`config.mk`:
```
export PLATFORM = sky130hd
export DESIGN_NAME = fir_result_tx_flat
export DESIGN_NICKNAME = d
export VERILOG_FILES = /design/src/rtl/fir_result_tx_pkg.sv /design/src/rtl/fir_result_tx_if.sv /design/src/rtl/fir_result_tx_byte.sv /design/src/rtl/fir_result_tx.sv /design/src/flat_wrapper.sv
export SDC_FILE = /design/constraint.sdc
export NUM_CORES = 1
export LEC_CHECK = 0
export BUFFER_PORTS_ARGS = -buffer_cell sky130_fd_sc_hd__buf_2
export CAP_MARGIN = 15
export CORE_MARGIN = 1.5
export CORE_UTILIZATION = 40
export CTS_CLUSTER_DIAMETER = 150
export CTS_CLUSTER_SIZE = 12
export DETAILED_ROUTE_END_ITERATION = 12
export GPL_TIMING_DRIVEN = 0
export PLACE_DENSITY = 0.7
export SYNTH_ARGS = -nofsm -noshare
export SYNTH_HDL_FRONTEND = slang
export SYNTH_SLANG_ARGS = --single-unit
```
`constraint.sdc`:
```
create_clock -name clk -period 2.05 [get_ports clk]
set_clock_uncertainty 0.2 [all_clocks]
set_input_delay 0 -clock clk [delete_from_list [all_inputs] [get_ports clk]]
set_output_delay 0 -clock clk [all_outputs]
set_load 0.01 [all_outputs]
```
`src/rtl/fir_result_tx_pkg.sv`:
```
// Shared constants and types for the FIR result serial transmitter.
package fir_result_tx_pkg;

  // 50 MHz system clock at 115200 baud.
  localparam int DEFAULT_CLKS_PER_BIT = 434;

  // Top-level byte sequencing states.
  localparam logic [1:0] TX_IDLE = 2'd0;
  localparam logic [1:0] TX_SEND = 2'd1;
  localparam logic [1:0] TX_DONE = 2'd2;

  // Per-byte frame states; BIT_IDLE means no frame on the line.
  localparam logic [1:0] BIT_IDLE  = 2'd0;
  localparam logic [1:0] BIT_START = 2'd1;
  localparam logic [1:0] BIT_DATA  = 2'd2;
  localparam logic [1:0] BIT_STOP  = 2'd3;

  // Request from the sequencer to the byte transmitter.
  typedef struct packed {
    logic       start;
    logic [7:0] data;
  } byte_req_t;

endpackage

```
`src/rtl/fir_result_tx_if.sv`:
```
// FIR result handshake plus serial-side status, shared by the source and transmitter.
interface fir_result_tx_if #(
  parameter int DATA_W = 16
);
  logic              output_valid;
  logic [DATA_W-1:0] fir_out;
  logic              tx_ready;
  logic              tx_serial;
  logic              tx_busy;
  logic              tx_done;
  logic              overrun;

  // FIR datapath side: offers results, observes transmitter status.
  modport master (
    output output_valid, fir_out,
    input  tx_ready, tx_serial, tx_busy, tx_done, overrun
  );

  // Transmitter side.
  modport slave (
    input  output_valid, fir_out,
    output tx_ready, tx_serial, tx_busy, tx_done, overrun
  );
endinterface

```
`src/rtl/fir_result_tx_byte.sv`:
```
// Bit-serial byte transmitter: start bit, 8 data bits LSB first, stop bit.
// A start request seen on the last cycle of a stop bit chains the next frame
// with no idle bit in between.
module uart_tx_byte
  import fir_result_tx_pkg::*;
#(
  parameter int CLKS_PER_BIT = DEFAULT_CLKS_PER_BIT
)(
  input  logic       clk,
  input  logic       rst,
  input  logic       start,
  input  logic [7:0] data,
  output logic       tx_serial,
  output logic       busy,
  output logic       byte_done
);
  localparam int               CNT_W    = $clog2(CLKS_PER_BIT);
  localparam logic [CNT_W-1:0] CNT_LAST = CNT_W'(CLKS_PER_BIT - 1);

  logic [1:0]       r_state;
  logic [CNT_W-1:0] r_cnt;
  logic [2:0]       r_bit_idx;
  logic [7:0]       r_shift;
  logic             r_tx;
  logic             w_wrap;

  assign w_wrap    = (r_cnt == CNT_LAST);
  assign byte_done = (r_state == BIT_STOP) && w_wrap;
  assign busy      = (r_state != BIT_IDLE);
  assign tx_serial = r_tx;

  // Baud counter: free-runs 0..CLKS_PER_BIT-1 while a frame is on the line.
  always_ff @(posedge clk or negedge rst) begin
    if (!rst)                   r_cnt <= '0;
    else if (r_state == BIT_IDLE || w_wrap) r_cnt <= '0;
    else                        r_cnt <= r_cnt + 1'b1;
  end

  // Frame FSM; the serial output is a register so the line never glitches.
  always_ff @(posedge clk or negedge rst) begin
    if (!rst) begin
      r_state   <= BIT_IDLE;
      r_bit_idx <= '0;
      r_shift   <= '0;
      r_tx      <= 1'b1;
    end else begin
      case (r_state)
        BIT_IDLE: begin
          if (start) begin
            r_shift <= data;
            r_tx    <= 1'b0;
            r_state <= BIT_START;
          end
        end
        BIT_START: begin
          if (w_wrap) begin
            r_tx      <= r_shift[0];
            r_bit_idx <= '0;
            r_state   <= BIT_DATA;
          end
        end
        BIT_DATA: begin
          if (w_wrap) begin
            if (r_bit_idx == 3'd7) begin
              r_tx    <= 1'b1;
              r_state <= BIT_STOP;
            end else begin
              r_tx      <= r_shift[1];
              r_shift   <= {1'b0, r_shift[7:1]};
              r_bit_idx <= r_bit_idx + 1'b1;
            end
          end
        end
        BIT_STOP: begin
          if (w_wrap) begin
            if (start) begin
              // Back-to-back byte: stop bit flows straight into the next start bit.
              r_shift <= data;
              r_tx    <= 1'b0;
              r_state <= BIT_START;
            end else begin
              r_state <= BIT_IDLE;
            end
          end
        end
        default: begin
          r_tx    <= 1'b1;
          r_state <= BIT_IDLE;
        end
      endcase
    end
  end

endmodule

```
`src/rtl/fir_result_tx.sv`:
```
// Captures one FIR result and sends it LSB byte first over a UART-style line.
// Holds the frozen result word, the byte index and the byte-sequencing FSM.
module fir_result_tx
  import fir_result_tx_pkg::*;
#(
  parameter int DATA_W       = 16,  // multiple of 8
  parameter int CLKS_PER_BIT = DEFAULT_CLKS_PER_BIT  // >= 2
)(
  input  logic           clk,
  input  logic           rst,
  fir_result_tx_if.slave bus
);
  localparam int               NUM_BYTES = DATA_W / 8;
  localparam int               IDX_W     = (NUM_BYTES > 1) ? $clog2(NUM_BYTES) : 1;
  localparam logic [IDX_W-1:0] LAST_IDX  = IDX_W'(NUM_BYTES - 1);

  logic [1:0]        r_state;
  logic [DATA_W-1:0] r_word;
  logic [IDX_W-1:0]  r_byte_idx;
  logic              r_ov_flag;
  logic              r_overrun;

  logic [DATA_W-1:0] w_word_nxt;
  logic              w_last;
  logic              w_byte_busy;
  logic              w_byte_done;
  logic              w_tx_serial;
  byte_req_t         w_req;

  // Byte request: the first byte starts from an idle transmitter, later bytes
  // are handed over on the stop-bit's final cycle so they chain seamlessly.
  always_comb begin
    w_last      = (r_byte_idx == LAST_IDX);
    w_word_nxt  = r_word >> 8;
    w_req.start = (r_state == TX_SEND) &&
                  (!w_byte_busy || (w_byte_done && !w_last));
    w_req.data  = w_byte_done ? w_word_nxt[7:0] : r_word[7:0];
  end

  // Sequencer: capture in IDLE, walk the bytes in SEND, one-cycle DONE.
  always_ff @(posedge clk or negedge rst) begin
    if (!rst) begin
      r_state    <= TX_IDLE;
      r_word     <= '0;
      r_byte_idx <= '0;
    end else begin
      case (r_state)
        TX_IDLE: begin
          if (bus.output_valid) begin
            r_word     <= bus.fir_out;
            r_byte_idx <= '0;
            r_state    <= TX_SEND;
          end
        end
        TX_SEND: begin
          if (w_byte_done) begin
            if (w_last) begin
              r_state <= TX_DONE;
            end else begin
              r_byte_idx <= r_byte_idx + 1'b1;
              r_word     <= w_word_nxt;
            end
          end
        end
        TX_DONE: r_state <= TX_IDLE;
        default: r_state <= TX_IDLE;
      endcase
    end
  end

  // Overrun: one pulse per burst of output_valid seen outside IDLE. The flag
  // survives a capture so a level held high across frames reports only once.
  always_ff @(posedge clk or negedge rst) begin
    if (!rst) begin
      r_ov_flag <= 1'b0;
      r_overrun <= 1'b0;
    end else begin
      r_overrun <= (r_state != TX_IDLE) && bus.output_valid && !r_ov_flag;
      if (!bus.output_valid)         r_ov_flag <= 1'b0;
      else if (r_state != TX_IDLE)   r_ov_flag <= 1'b1;
    end
  end

  uart_tx_byte #(
    .CLKS_PER_BIT(CLKS_PER_BIT)
  ) u_byte (
    .clk      (clk),
    .rst      (rst),
    .start    (w_req.start),
    .data     (w_req.data),
    .tx_serial(w_tx_serial),
    .busy     (w_byte_busy),
    .byte_done(w_byte_done)
  );

  assign bus.tx_ready  = (r_state == TX_IDLE);
  assign bus.tx_done   = (r_state == TX_DONE);
  assign bus.tx_busy   = w_byte_busy;
  assign bus.tx_serial = w_tx_serial;
  assign bus.overrun   = r_overrun;

endmodule
```
`src/flat_wrapper.sv`:
```
// flat-port wrapper written by rule: the top's interface ports become plain ports
module fir_result_tx_flat import fir_result_tx_pkg::*;
#(
  parameter int DATA_W       = 16,                  
  parameter int CLKS_PER_BIT = DEFAULT_CLKS_PER_BIT         
)
  (clk, rst, bus_output_valid, bus_fir_out, bus_tx_ready, bus_tx_serial, bus_tx_busy, bus_tx_done, bus_overrun);
  fir_result_tx_if #(.DATA_W(DATA_W)) bus_i ();
  input  logic clk;
  input  logic rst;
  input wire logic [$bits(bus_i.output_valid)-1:0] bus_output_valid;
  input wire logic [$bits(bus_i.fir_out)-1:0] bus_fir_out;
  output wire logic [$bits(bus_i.tx_ready)-1:0] bus_tx_ready;
  output wire logic [$bits(bus_i.tx_serial)-1:0] bus_tx_serial;
  output wire logic [$bits(bus_i.tx_busy)-1:0] bus_tx_busy;
  output wire logic [$bits(bus_i.tx_done)-1:0] bus_tx_done;
  output wire logic [$bits(bus_i.overrun)-1:0] bus_overrun;
  assign bus_i.output_valid = bus_output_valid;
  assign bus_i.fir_out = bus_fir_out;
  assign bus_tx_ready = bus_i.tx_ready;
  assign bus_tx_serial = bus_i.tx_serial;
  assign bus_tx_busy = bus_i.tx_busy;
  assign bus_tx_done = bus_i.tx_done;
  assign bus_overrun = bus_i.overrun;
  fir_result_tx #(.DATA_W(DATA_W), .CLKS_PER_BIT(CLKS_PER_BIT)) u_core (.clk(clk), .rst(rst), .bus(bus_i));
endmodule
```
; ---- Word level (Yosys, flattened, before mapping)
; Cells that the tools add are included.
[op_classes]
n_reduce_logical = 24
addsub = 3
n_mux = 38
n_eq_ne = 18
[op_table]
columns = operator, n
row1 = 16-bit 2-to-1 mux, 3
row2 = 8-bit 2-to-1 mux, 5
row3 = 16-bit one-hot mux with 2 select lines, 1
row4 = 8-bit one-hot mux with 3 select lines, 1
row5 = 2-bit 2-to-1 mux, 8
row6 = 2-bit != test (second input constant), 8
row7 = 4-bit AND reduction, 3
row8 = 1-bit 2-to-1 mux, 11
row9 = 9-bit by 1-bit adder with 9-bit output (second input constant), 1
row10 = 9-bit equality test (second input constant), 1
row11 = 3-bit 2-to-1 mux, 3
row12 = 9-bit 2-to-1 mux, 1
row13 = 3-bit AND reduction, 3
row14 = 2-bit one-hot mux with 4 select lines, 1
row15 = 2-bit nonzero test, 4
row16 = 2-bit equality test (second input constant), 3
row17 = 2-bit by 1-bit != test with 1-bit output (second input constant), 3
row18 = 3-bit one-hot mux with 2 select lines, 1
row19 = 1-bit logical AND, 5
row20 = 5-bit AND reduction, 1
row21 = 2-bit by 1-bit equality test with 1-bit output (second input constant), 2
row22 = 2-bit zero test, 2
row23 = 1-bit one-hot mux with 4 select lines, 1
row24 = 2-bit one-hot mux with 2 select lines, 1
row25 = other kinds (7), 10
[totals]
output_inout_bits = 5
ff_bits = 44

; ---- Logic depth before layout (Yosys ltp)
[depth]
ltp_word = 8
mapped_depth = 7

; ---- Hierarchy
; From an unflattened synthesis, not the netlist that was laid out.
[hier_totals]
cells_unflattened = 220
hier_area_um2 = 2412.3
[modules_own_cells]
columns = mod, cells_per_inst, area_each_um2, instances, seq_area_each_um2
row1 = uart_tx_byte, 128, 1326.3, 1, 576.8
row2 = fir_result_tx, 92, 1086.0, 1, 525.5

; ---- Worst setup path after synthesis
; No wires, ideal clock.
[synth_path]
path_kind = reg2reg
startpoint = reg u_core.u_byte.r_state[0]
endpoint = reg u_core.u_byte.r_shift[0]
stages_incl_launch_ff = 8
arrival_time_ps = 1725
n_path_buf = 1
path_slack_ps = -1
path_cell_list = dfrtp_1 inv_1 ha_1 buf_2 nand4bb_1 a211oi_1 o31ai_2 a221o_1
[synth_via]
elab_chain_cells = 8
[synth_rtl]
columns = element, line_no
row1 = "start, declared", fir_result_tx_byte.sv:20  ; logic [1:0] r_state;
row2 = "start signal, assigned", fir_result_tx_byte.sv:42  ; r_state <= BIT_IDLE;
row3 = "start signal, assigned", fir_result_tx_byte.sv:52  ; r_state <= BIT_START;
row4 = "start signal, assigned", fir_result_tx_byte.sv:59  ; r_state <= BIT_DATA;
row5 = 2-bit equality test, "fir_result_tx_byte.sv:28, fir_result_tx_byte.sv:47"
row6 = 1-bit logical AND, fir_result_tx_byte.sv:28  ; assign byte_done = (r_state == BIT_STOP) && w_wrap;
row7 = 1-bit logical AND, fir_result_tx.sv:36  ; (!w_byte_busy || (w_byte_done && !w_last));
row8 = 1-bit logical OR, fir_result_tx.sv:36
row9 = 1-bit logical AND, fir_result_tx.sv:35  ; w_req.start = (r_state == TX_SEND) &&
row10 = 8-bit 2-to-1 mux, "fir_result_tx_byte.sv:49, fir_result_tx_byte.sv:76"
row11 = 8-bit 2-to-1 mux, fir_result_tx_byte.sv:75  ; if (w_wrap) begin
row12 = 8-bit one-hot mux with 3 select lines, fir_result_tx_byte.sv:47  ; case (r_state)
row13 = "end signal, assigned", fir_result_tx_byte.sv:50  ; r_shift <= data;
row14 = "end signal, assigned", fir_result_tx_byte.sv:69  ; r_shift <= {1'b0, r_shift[7:1]};
row15 = "end signal, assigned", fir_result_tx_byte.sv:78  ; r_shift <= data;
row16 = "end, declared", fir_result_tx_byte.sv:23  ; logic [7:0] r_shift;
; Parallel ways exist; a longest one is shown, timed or not. The select of a mux whose other input is x is not followed.
; A chain may end at the register's enable or synchronous reset.

; ---- Final worst setup path
[layout_path]
startpoint = reg u_core.u_byte.r_bit_idx[0]
endpoint = reg u_core.u_byte.r_shift[0]
[layout_via]
elab_chain_cells = 3
[layout_rtl]
columns = element, line_no
row1 = "start, declared", fir_result_tx_byte.sv:22  ; logic [2:0] r_bit_idx;
row2 = "start signal, assigned", fir_result_tx_byte.sv:70  ; r_bit_idx <= r_bit_idx + 1'b1;
row3 = 3-bit equality test, fir_result_tx_byte.sv:64  ; if (r_bit_idx == 3'd7) begin
row4 = 2-bit != test (no source line), n/a
row5 = 4-bit AND reduction (no source line), n/a
; Every way passes these cells.

==> flow_metrics.py <==
metrics = {
    "grt": {
        "antenna_found_initial": 0,
        "gr-total-overflow": 0,
        "grt_pass1_wl_mm": 9.71,
        "grt_use_total_pct": 20.2,
        "grt_max_degree": 45,
        "grt_pass1_vias": 1904,
    },
    "timing": {
        "rsz0062_at_grt": "true",
        "fin_crit_sh_pct": 99.7,
        "finalSetupViolCount": 0,
        "final-hold-violation-count": 0,
        "relSlewSlack_pct": 33.4,
        "layout_min_cycle_time_ps": 2040,
        "maxSlewViolCount": 0,
        "fmax_mhz": 489,
        "worst_slew_pin_slew_ps": 1000,
    },
    "final_layout": {
        "fin_cells": 338,
        "fin_nets": 294,
        "drive_gt1_share_pct": 32.7,
        "antennaDiodeCount": 0,
        "area_growth_pct": 36.0,
    },
    "yosys": {
        "synth_edf_count": 0,
        "synth_top_area_share_pct": 46.4,
        "ys_types": 50,
        "synthSimpleGateAreaFrac_pct": 17.5,
        "synthesis.nets": 235,
        "synth_area_sq_um": 2320,
        "netlist_instances": 207,
        "ys_ff_latch": 44,
        "synth_commonest_cells": "43 x dfrtp_1, 12 x nor2b_1, 11 x nand2_1",
        "avgSynthCellArea_sq_um": 11.2,
        "netlist.top_cell.by_area": "dfrtp_1",
        "synth_compound_area_share_pct": 20.1,
        "synthArstFlopShare_pct": 100,
        "synth_xor_area_share_pct": 1.89,
        "synth.area.mux_share_pct": 4.91,
        "synth_top_family_by_area": "compound AO/OA/AOI/OAI gates",
        "ys.flop_type": "dfrtp_1",
        "ys_seq_area_share_pct": 47.5,
        "ys_warn_count": 0,
        "synthAdderAreaFrac_pct": 4.85,
        "synth_most_common_cell": "dfrtp_1",
        "synth_area_leaders": "dfrtp_1 46%, ha_1 4.9%, a22o_1 3.8%",
    },
    "setup_path": {
        "path_class": "flop to flop",
        "cp.arrival_ps": 2030,
        "path_cells": "ha_2, ha_4, nand2b_4, a211oi_4, o31ai_4, a221o_1",
        "crit_path_end_kind": "flop",
        "startpoint_type": "flop",
        "slowest_stage": "dfrtp_1",
        "worstPathMaxFanout": 8,
        "cp.required_ps": 2040,
        "cpPeakStageDelay_ps": 390,
    },
    "drt": {
        "drt-wirelength-per-cell_um": 17.3,
        "drc": 0,
        "firstDrtPassIters": 4,
        "drt_iter0_drc": 107,
        "postRouteAntennaNets": 0,
        "via_per_inst": 5.63,
        "vias": 1902,
        "routed_wl_mm": 5.85,
    },
    "cts": {
        "cts_sinks": 44,
        "clock_latency_ps": 300,
        "cts_buffers": 5,
        "clockBufferDepth": 2,
        "cts_tree": "done",
        "cts.clk_slew.worst_paths_ps": 90,
        "root_buffer": "clkbuf_8",
        "htree_levels": 2,
    },
    "floorplanning": {
        "io_pins": 24,
        "start_util_pct": 41.9,
        "die_y_um": 79.2,
        "dieArea_sq_um": 6270,
        "coreArea_sq_um": 5540,
        "rows": 27,
        "fp.dieW_um": 79.2,
    },
    "power_and_ir_drop": {
        "fin_total_pwr_w": 0.00344,
        "power_density_nw_per_um2": 1090,
        "leakagePower_nw": 1.39,
        "max-vdd-ir-drop_v": 0.000547,
    },
    "placed_design": {
        "io_buffers": 23,
        "dp_cells": 302,
        "hpwl_mm": 3.46,
        "gp_congestion": 0.883,
    },
    "run": {
        "drv_cap": 0,
    },
    "min_path": {
        "hp-class": "input port to async pin",
    },
    "status": {
        "status": "complete, no violations",
    },
}
placed cells by master (no fill, tap or decap), types with 2 or more instances in the layout:
| master | count |
|---|---|
| bufinv_16 | 2 |
| buf_4 | 11 |
| nand2b_1 | 2 |
| nor2_1 | 10 |
| ha_4 | 4 |
| mux2_2 | 3 |
| nand3_1 | 4 |
| dfrtp_1 | 41 |
| o21ai_0 | 3 |
| a32o_1 | 7 |
| clkbuf_4 | 2 |
| dlygate4sd3_1 | 18 |
| nor3b_4 | 2 |
| dfrtp_2 | 2 |
| a22o_1 | 10 |
| nor2b_1 | 12 |
| clkbuf_8 | 5 |
| buf_2 | 26 |
| nor4b_4 | 2 |
| a21oi_1 | 4 |
| nor3_4 | 2 |
| and3_1 | 2 |
| ha_2 | 3 |
| or3_1 | 2 |
| inv_1 | 6 |
| nand2_1 | 11 |
| mux2i_1 | 8 |
| ha_1 | 2 |
| buf_6 | 3 |
| a221o_1 | 7 |
| o21ai_1 | 10 |
| xnor2_1 | 3 |
| xor2_1 | 2 |
logic make-up after synthesis:
group	after synthesis
AO/OA/AOI/OAI	58
XOR/XNOR	5
adder cells (fa/ha/maj)	9
buffers and inverters	18
flip-flops	44
multiplexers	11
AND/OR/NAND/NOR	62
sequential cells by signal (all words and copies together), names as in the netlist:
register and count:
u_core.bus.overrun 1, u_core.r_byte_idx 1, u_core.r_ov_flag 1, u_core.r_state 2
u_core.r_word 16, u_core.u_byte.r_bit_idx 3, u_core.u_byte.r_cnt 9, u_core.u_byte.r_shift 8
u_core.u_byte.r_state 2, u_core.u_byte.tx_serial 1
where the power goes:
group	switching, W	internal, W	total [W]
logic	0.000731	0.000755	0.00149
clock network	0.000300	0.000480	0.000780
registers	0.000147	0.00102	0.00117
cell type report:
cell class / count / area (sq um)
clock buffer: 5 / 68.8
multi-input combinational: 145 / 1330
tap: 72 / 90.1
inverter: 8 / 32.5
fill: 477 / 2380
sequential: 44 / 1100
timing repair buffer: 54 / 413
clock inverter: 2 / 60.1
buffer: 8 / 53.8
critical path, delay by kind of cell (launching register included):
| kind | cells | cell delay [ps] |
|---|---|---|
| AO/OA/AOI/OAI | 3 | 790 |
| flip-flops | 1 | 390 |
| adder cells (fa/ha/maj) | 2 | 380 |
| AND/OR/NAND/NOR | 1 | 170 |
worst paths after layout:
check,from,to,slack (ps),cells past startpoint
max in group asynchronous,rst,u_core.u_byte.r_state[0],770,2
hold / removal,rst,u_core.r_word[14],200,2
hold reg to reg,u_core.r_ov_flag,u_core.bus.overrun,240,1
setup reg to reg,u_core.u_byte.r_bit_idx[0],u_core.u_byte.r_shift[0],7,6
setup / recovery,u_core.u_byte.r_bit_idx[0],u_core.u_byte.r_shift[0],7,6
min in group clk,u_core.r_ov_flag,u_core.bus.overrun,240,1
stage by stage:
stage | TNS, ps | setup WS [ps] | hold WS [ps] | utilization [%] | instance area (sq um)
after floorplan | 0 | 36.4 | -496 | - | 2330
after global placement | -4190 | -237 | 21.8 | 45.7 | 2530
after detailed placement | -5410 | -287 | 26.8 | 45.7 | 2530
after CTS | -39.7 | -12.7 | 238 | 54.9 | 3040
after global routing | -329 | -56.0 | 240 | 57.0 | 3160
final | 0 | 6.62 | 199 | 57.0 | 3160
metal layers:
layer | up-vias | part of all wire [%] | GRT usage, %
li1 | 892 | - | -
met2 | 49 | 50 | 33.3
met4 | 0 | 1.6 | 7.19
met1 | 950 | 44 | 26.4
met5 | - | 0 | 0
met3 | 11 | 3.8 | 3.79
timing repair:
| action | CTS | global route |
|---|---|---|
| hold buffers | 18 | 0 |
| buffers inserted | 10 | 3 |
| setup endpoints to repair | 28 | 32 |
| endpoints found under the hold margin | 62 | 0 |
| gates resized for setup | 26 | 20 |
| pin swaps | 10 | 9 |
(Power assumes the default switching activity.)
